$ cat config.mk
export PLATFORM = sky130hd
export DESIGN_NAME = id_ex_stage
export DESIGN_NICKNAME = d
export VERILOG_FILES = /design/src/rtl/mips_pipe_pkg.sv /design/src/rtl/id_ex_stage_hazard_detect.sv /design/src/rtl/id_ex_stage.sv
export SDC_FILE = /design/constraint.sdc
export NUM_CORES = 1
export LEC_CHECK = 0
export BUFFER_PORTS_ARGS = -buffer_cell sky130_fd_sc_hd__buf_2
export CAP_MARGIN = 15
export CORE_UTILIZATION = 48
export CTS_CLUSTER_DIAMETER = 50
export DETAILED_ROUTE_END_ITERATION = 10
export GPL_TIMING_DRIVEN = 0
export HOLD_SLACK_MARGIN = 0.12
export MAX_ROUTING_LAYER = met4
export PLACE_DENSITY = 0.93
export SYNTH_ARGS = -nofsm -noshare
export SYNTH_HDL_FRONTEND = slang
export SYNTH_HIERARCHICAL = 1
export SYNTH_SLANG_ARGS = --single-unit
$ cat constraint.sdc
create_clock -name clk -period 4.77 [get_ports clk]
set_input_delay 0.477 -clock clk [delete_from_list [all_inputs] [get_ports clk]]
set_output_delay 0.477 -clock clk [all_outputs]
set_load 0.1 [all_outputs]
$ cat src/rtl/mips_pipe_pkg.sv
// Shared MIPS pipeline constants, multiply-window FSM encoding and
// instruction classification helpers for the ID/EX stage.
package mips_pipe_pkg;

    localparam logic [5:0] R_FORMAT = 6'h00;
    localparam logic [5:0] LW       = 6'h23;
    localparam logic [5:0] SW       = 6'h2B;
    localparam logic [5:0] BEQ      = 6'h04;
    localparam logic [5:0] J        = 6'h02;
    localparam logic [5:0] ADDIU    = 6'h09;
    localparam logic [5:0] MADDU    = 6'h1C;

    localparam logic [5:0] MULTU    = 6'h19;
    localparam logic [5:0] MFHI     = 6'h10;
    localparam logic [5:0] MFLO     = 6'h12;

    localparam int MUL_LAT_DEFAULT = 4;

    typedef enum logic {
        RUN      = 1'b0,
        MUL_WAIT = 1'b1
    } mul_state_t;

    function automatic logic is_mul(input logic [5:0] opcode, input logic [5:0] funct);
        return ((opcode == R_FORMAT) && (funct == MULTU)) || (opcode == MADDU);
    endfunction

    function automatic logic is_hilo_rd(input logic [5:0] opcode, input logic [5:0] funct);
        return (opcode == R_FORMAT) && ((funct == MFHI) || (funct == MFLO));
    endfunction

endpackage

$ cat src/rtl/id_ex_stage_hazard_detect.sv
// Combinational hazard terms for the ID/EX boundary: load-use and
// HI/LO-unit occupancy. A flush always wins over a stall.
module hazard_detect
    import mips_pipe_pkg::*;
(
    input  logic       ex_mem_read,
    input  logic [4:0] ex_rt,
    input  logic [4:0] id_rs,
    input  logic [4:0] id_rt,
    input  logic [5:0] id_opcode,
    input  logic [5:0] id_funct,
    input  logic       mul_busy,
    input  logic       flush,
    output logic       stall
);

    logic load_use;
    logic mul_stall;

    assign load_use  = ex_mem_read && (ex_rt != 5'd0) &&
                       ((ex_rt == id_rs) || (ex_rt == id_rt));
    assign mul_stall = mul_busy &&
                       (is_mul(id_opcode, id_funct) || is_hilo_rd(id_opcode, id_funct));
    assign stall     = (load_use || mul_stall) && !flush;

endmodule

$ cat src/rtl/id_ex_stage.sv
// ID/EX pipeline register with load-use and HI/LO interlock.
// The multiply window FSM is built only when MUL_INTERLOCK_EN is defined.
module id_ex_stage
    import mips_pipe_pkg::*;
#(
    parameter int MUL_LAT = MUL_LAT_DEFAULT
) (
    input  logic        clk,
    input  logic        rst,
    input  logic        id_RegDst,
    input  logic        id_ALUSrc,
    input  logic        id_MemtoReg,
    input  logic        id_RegWrite,
    input  logic        id_MemRead,
    input  logic        id_MemWrite,
    input  logic        id_Branch,
    input  logic        id_Jump,
    input  logic [1:0]  id_ALUOp,
    input  logic [5:0]  id_opcode,
    input  logic [5:0]  id_funct,
    input  logic [4:0]  id_rs,
    input  logic [4:0]  id_rt,
    input  logic [4:0]  id_rd,
    input  logic [31:0] id_rs_data,
    input  logic [31:0] id_rt_data,
    input  logic [31:0] id_imm,
    input  logic        flush,
    output logic        ex_RegDst,
    output logic        ex_ALUSrc,
    output logic        ex_MemtoReg,
    output logic        ex_RegWrite,
    output logic        ex_MemRead,
    output logic        ex_MemWrite,
    output logic        ex_Branch,
    output logic        ex_Jump,
    output logic [1:0]  ex_ALUOp,
    output logic [5:0]  ex_opcode,
    output logic [5:0]  ex_funct,
    output logic [4:0]  ex_rs,
    output logic [4:0]  ex_rt,
    output logic [4:0]  ex_rd,
    output logic [31:0] ex_rs_data,
    output logic [31:0] ex_rt_data,
    output logic [31:0] ex_imm,
    output logic        stall,
    output logic        mul_busy
);

    if ((MUL_LAT < 2) || (MUL_LAT > 15)) begin : g_lat_check
        $error("id_ex_stage: MUL_LAT must be within 2..15");
    end

    logic stall_int;
    logic bubble;

    hazard_detect u_hazard (
        .ex_mem_read (ex_MemRead),
        .ex_rt       (ex_rt),
        .id_rs       (id_rs),
        .id_rt       (id_rt),
        .id_opcode   (id_opcode),
        .id_funct    (id_funct),
        .mul_busy    (mul_busy),
        .flush       (flush),
        .stall       (stall_int)
    );

    assign stall  = stall_int;
    assign bubble = flush || stall_int;

    // Bubbles clear only the control fields; operand fields simply hold.
    always_ff @(posedge clk or negedge rst) begin
        if (!rst) begin
            ex_RegDst   <= 1'b0;
            ex_ALUSrc   <= 1'b0;
            ex_MemtoReg <= 1'b0;
            ex_RegWrite <= 1'b0;
            ex_MemRead  <= 1'b0;
            ex_MemWrite <= 1'b0;
            ex_Branch   <= 1'b0;
            ex_Jump     <= 1'b0;
            ex_ALUOp    <= 2'b00;
            ex_opcode   <= 6'd0;
            ex_funct    <= 6'd0;
            ex_rs       <= 5'd0;
            ex_rt       <= 5'd0;
            ex_rd       <= 5'd0;
            ex_rs_data  <= 32'd0;
            ex_rt_data  <= 32'd0;
            ex_imm      <= 32'd0;
        end else if (bubble) begin
            ex_RegDst   <= 1'b0;
            ex_ALUSrc   <= 1'b0;
            ex_MemtoReg <= 1'b0;
            ex_RegWrite <= 1'b0;
            ex_MemRead  <= 1'b0;
            ex_MemWrite <= 1'b0;
            ex_Branch   <= 1'b0;
            ex_Jump     <= 1'b0;
            ex_ALUOp    <= 2'b00;
        end else begin
            ex_RegDst   <= id_RegDst;
            ex_ALUSrc   <= id_ALUSrc;
            ex_MemtoReg <= id_MemtoReg;
            ex_RegWrite <= id_RegWrite;
            ex_MemRead  <= id_MemRead;
            ex_MemWrite <= id_MemWrite;
            ex_Branch   <= id_Branch;
            ex_Jump     <= id_Jump;
            ex_ALUOp    <= id_ALUOp;
            ex_opcode   <= id_opcode;
            ex_funct    <= id_funct;
            ex_rs       <= id_rs;
            ex_rt       <= id_rt;
            ex_rd       <= id_rd;
            ex_rs_data  <= id_rs_data;
            ex_rt_data  <= id_rt_data;
            ex_imm      <= id_imm;
        end
    end

`ifdef MUL_INTERLOCK_EN
    localparam logic [3:0] MUL_CNT_INIT = 4'(MUL_LAT - 1);

    mul_state_t state;
    mul_state_t state_nxt;
    logic [3:0] mul_cnt;
    logic [3:0] mul_cnt_nxt;

    always_ff @(posedge clk or negedge rst) begin
        if (!rst) begin
            state   <= RUN;
            mul_cnt <= 4'd0;
        end else begin
            state   <= state_nxt;
            mul_cnt <= mul_cnt_nxt;
        end
    end

    // The window counts down to zero and stays busy through the zero cycle,
    // so the unit is occupied for exactly MUL_LAT cycles. Flush is ignored
    // here: the multiply in flight is older than the branch.
    always_comb begin
        state_nxt   = state;
        mul_cnt_nxt = mul_cnt;
        case (state)
            RUN: begin
                if (!bubble && is_mul(id_opcode, id_funct)) begin
                    state_nxt   = MUL_WAIT;
                    mul_cnt_nxt = MUL_CNT_INIT;
                end
            end
            MUL_WAIT: begin
                if (mul_cnt == 4'd0) begin
                    state_nxt = RUN;
                end else begin
                    mul_cnt_nxt = mul_cnt - 4'd1;
                end
            end
            default: begin
                state_nxt   = RUN;
                mul_cnt_nxt = 4'd0;
            end
        endcase
    end

    assign mul_busy = (state == MUL_WAIT);
`else
    assign mul_busy = 1'b0;
`endif

endmodule

==> metrics.csv <==
stage;metric;value;unit
clocking;hold_buffers;1;
floorplan;die_x;105.1;um
final_layout;post-route-util;70.63;%
yosys;yosysWarnings;6;
global_route;grtUsageTotal;24.57;%
final_layout;finalNetCount;735;
timing;fin_crit_sh;55.41;%
yosys;synth_area;5106;sq um
timing;tns;0;ps
critical_path;endpoint_kind;output pin;
floorplan;fp.dieH;105.1;um
final_layout;mostFrequentLayoutCell;buf_2;
power;vdd_ir_drop_max;0.2818;mV
yosys;synth_top_area_share;65.18;%
critical_path;path_max_fanout;5;
run;maxCapViolCount;0;
yosys;synth-seq-area-share;65.18;%
final_layout;synthToLayoutAreaGrowth;42.81;%
yosys;syn-instance-count;308;
floorplan;row_count;37;
floorplan;core;10320;sq um
clocking;cts_tree;yes;
timing;rsz0062_at_grt;no;
timing;min_period;2643;ps
placement;placed_cells;715;
power;sw_frac_of_total;40.31;%
power;switching_power;0.001585;W
clocking;clk_pin_slew;60;ps
yosys;synth_cell_types;24;
global_route;grt_pass1_vias;4031;
clocking;clock_latency;510;ps
clocking;h-tree-depth;4;
timing;max_freq;0.3783;GHz
yosys;synth_area_leader_cell;dfrtp_1;
routing;viasPerCell;4.864;
global_route;antenna_found_initial;0;
timing;finClkSkew;7.254;ps
placement;io_buffers;269;
routing;drc;0;
timing;slew_headroom;59.48;%
clocking;cts_buffers;17;
routing;ant_nets;0;
min_path;hp-class;input pin to flop;
global_route;grt_pass1_wl;19840;um
timing;worst_hold_slack;166.0;ps
floorplan;die_area;11050;sq um
routing;wl_per_cell;16.80;um
global_route;overflow;0;
timing;worst_slew_pin_slew;607.8;ps
critical_path;path_class;flop to output pin;
power;powerDensity;539.2;nW/um^2
clocking;cts_resized;0;
power;clkPwrFrac;34.4;%
yosys;avgSynthCellArea;16.58;sq um
timing;final_hold_viol_count;0;
timing;setup_viol;0;
routing;via_count;3638;
power;total_power;0.003932;W
clocking;post-cts-setup-buffer-count;0;
final_layout;final_cell_mix;buf_2 (274), dfrtp_1 (133), mux2_2 (63), mux2_1 (60), clkbuf_16 (16);
clocking;cts_num_sinks;133;
yosys;synth-seq-cells;133;
floorplan;start_util;49.46;%
final_layout;final_cells;748;
power;leakage;3.625;nW
status;status;completed;
critical_path;worstPathArrival;2170;ps
clocking;cts.path.max_buffers;2;
yosys;yosys-top-cells-area;dfrtp_1 (65%), mux2_2 (14%), mux2_1 (13%), xor2_1 (1.7%), buf_6 (1.5%);
critical_path;crit_required;4290;ps
final_layout;antenna_cells;0;
placement;gp_congestion;0.8053;
global_route;grt_max_degree;69;
floorplan;io_pins;271;
power;pwr-share-seq;33.3;%
routing;drt-total-wl;12560;um
critical_path;start_kind;flop;
timing;slew_violations;0;
power;p_comb_share;32.3;%
placement;hpwlAfterDp;9492;um
clocking;root_buffer;clkbuf_8;
power;internal_power;0.002347;W
routing;drt_iter0_drc;123;
routing;first_pass_iters;4;
final_layout;final_layout_size_suffix_gt1_share;62.58;%
## power groups by stage
stage	Clock, W	Combinational [W]	Sequential [W]
detailed placement	0	0.00127	0.00133
floorplan	0	0.000152	0.00218
finish	0.00135	0.00127	0.00131
global route	0.00142	0.00131	0.00132
global placement	0	0.00125	0.00132
CTS	0.00138	0.00128	0.00131
## critical path, stage by stage, from the launching register on
cell and delay, ps:
dfrtp_1 430, xor2_1 180, nor3_1 240, a22oi_1 140, o32ai_2 160, buf_2 500
## metal layers
layer / part of all wire (%) / wire, um / up-vias / track usage (%)
li1: - / - / 1664 / -
met1: 40 / 4983 / 1782 / 27.09
met4: 1.4 / 174 / 0 / 10.46
met5: 0 / 0 / - / -
met2: 53 / 6702 / 178 / 43.05
met3: 5.6 / 704 / 14 / 5.240
## worst paths after layout
kind | to | slack [ps] | depth (start not counted) | startpoint
setup reg to reg | ex_rs_data[25]$_DFFE_PN0N_ | 2340 | 7 | ex_rt[1]$_DFFE_PN0N_
max in group asynchronous | ex_RegDst$_DFF_PN0_ | 3480 | 3 | rst
hold reg to reg | ex_rd[2]$_DFFE_PN0N_ | 480 | 1 | ex_rd[2]$_DFFE_PN0N_
hold / removal | ex_RegWrite$_DFF_PN0_ | 170 | 2 | id_RegWrite
min in group asynchronous | ex_imm[4]$_DFFE_PN0N_ | 550 | 2 | rst
setup / recovery | stall | 2130 | 5 | ex_rt[4]$_DFFE_PN0N_
## sequential cells by signal (all words and copies together) (netlist names)
name and flops:
ex_rt 5, ex_RegDst 1, ex_rs 5, ex_MemtoReg 1, ex_ALUOp 2, ex_Branch 1, ex_imm 32, ex_ALUSrc 1
ex_MemWrite 1, ex_MemRead 1, ex_rd 5, ex_rs_data 32, ex_Jump 1, ex_opcode 6, ex_rt_data 32, ex_RegWrite 1
ex_funct 6
## cells in the mapped netlist (all sizes together)
| cell type | count |
|---|---|
| buf | 14 |
| o21ai | 2 |
| nor2 | 3 |
| a32oi | 1 |
| mux2 | 123 |
| xor2 | 10 |
| or4b | 2 |
| nor2b | 1 |
| conb | 1 |
| o32ai | 1 |
| nor3 | 3 |
| and2 | 10 |
| nand3b | 1 |
| a22oi | 1 |
| clkbuf | 1 |
| dfrtp | 133 |
| or4 | 1 |
## cells by family after synthesis
logic type | Yosys count | synth area share, %
AO/OA/AOI/OAI | 5 | 0.8331
XOR/XNOR | 10 | 1.715
buffers and inverters | 15 | 2.377
flip-flops | 133 | 65.18
multiplexers | 123 | 27.13
other | 1 | 0.07344
AND/OR/NAND/NOR | 21 | 2.696
## area by class of cell
cell class | instances | area [sq um]
fillers | 700 | 3032
clock inverters | 12 | 176.4
clock buffers | 20 | 445.4
repair buffers | 271 | 1390
flip-flops and latches | 133 | 3328
well taps | 136 | 170.2
multi-input cells | 161 | 1660
plain buffers | 15 | 121.4
## metrics by stage
| stage | setup slack, ps | area [sq um] |
|---|---|---|
| floorplan | 1457 | 5110 |
| global placement | 1658 | 6626 |
| detailed placement | 2327 | 6660 |
| CTS | 2108 | 7292 |
| global route | 2026 | 7292 |
| finish | 2127 | 7292 |
(Power assumes the default switching activity.)
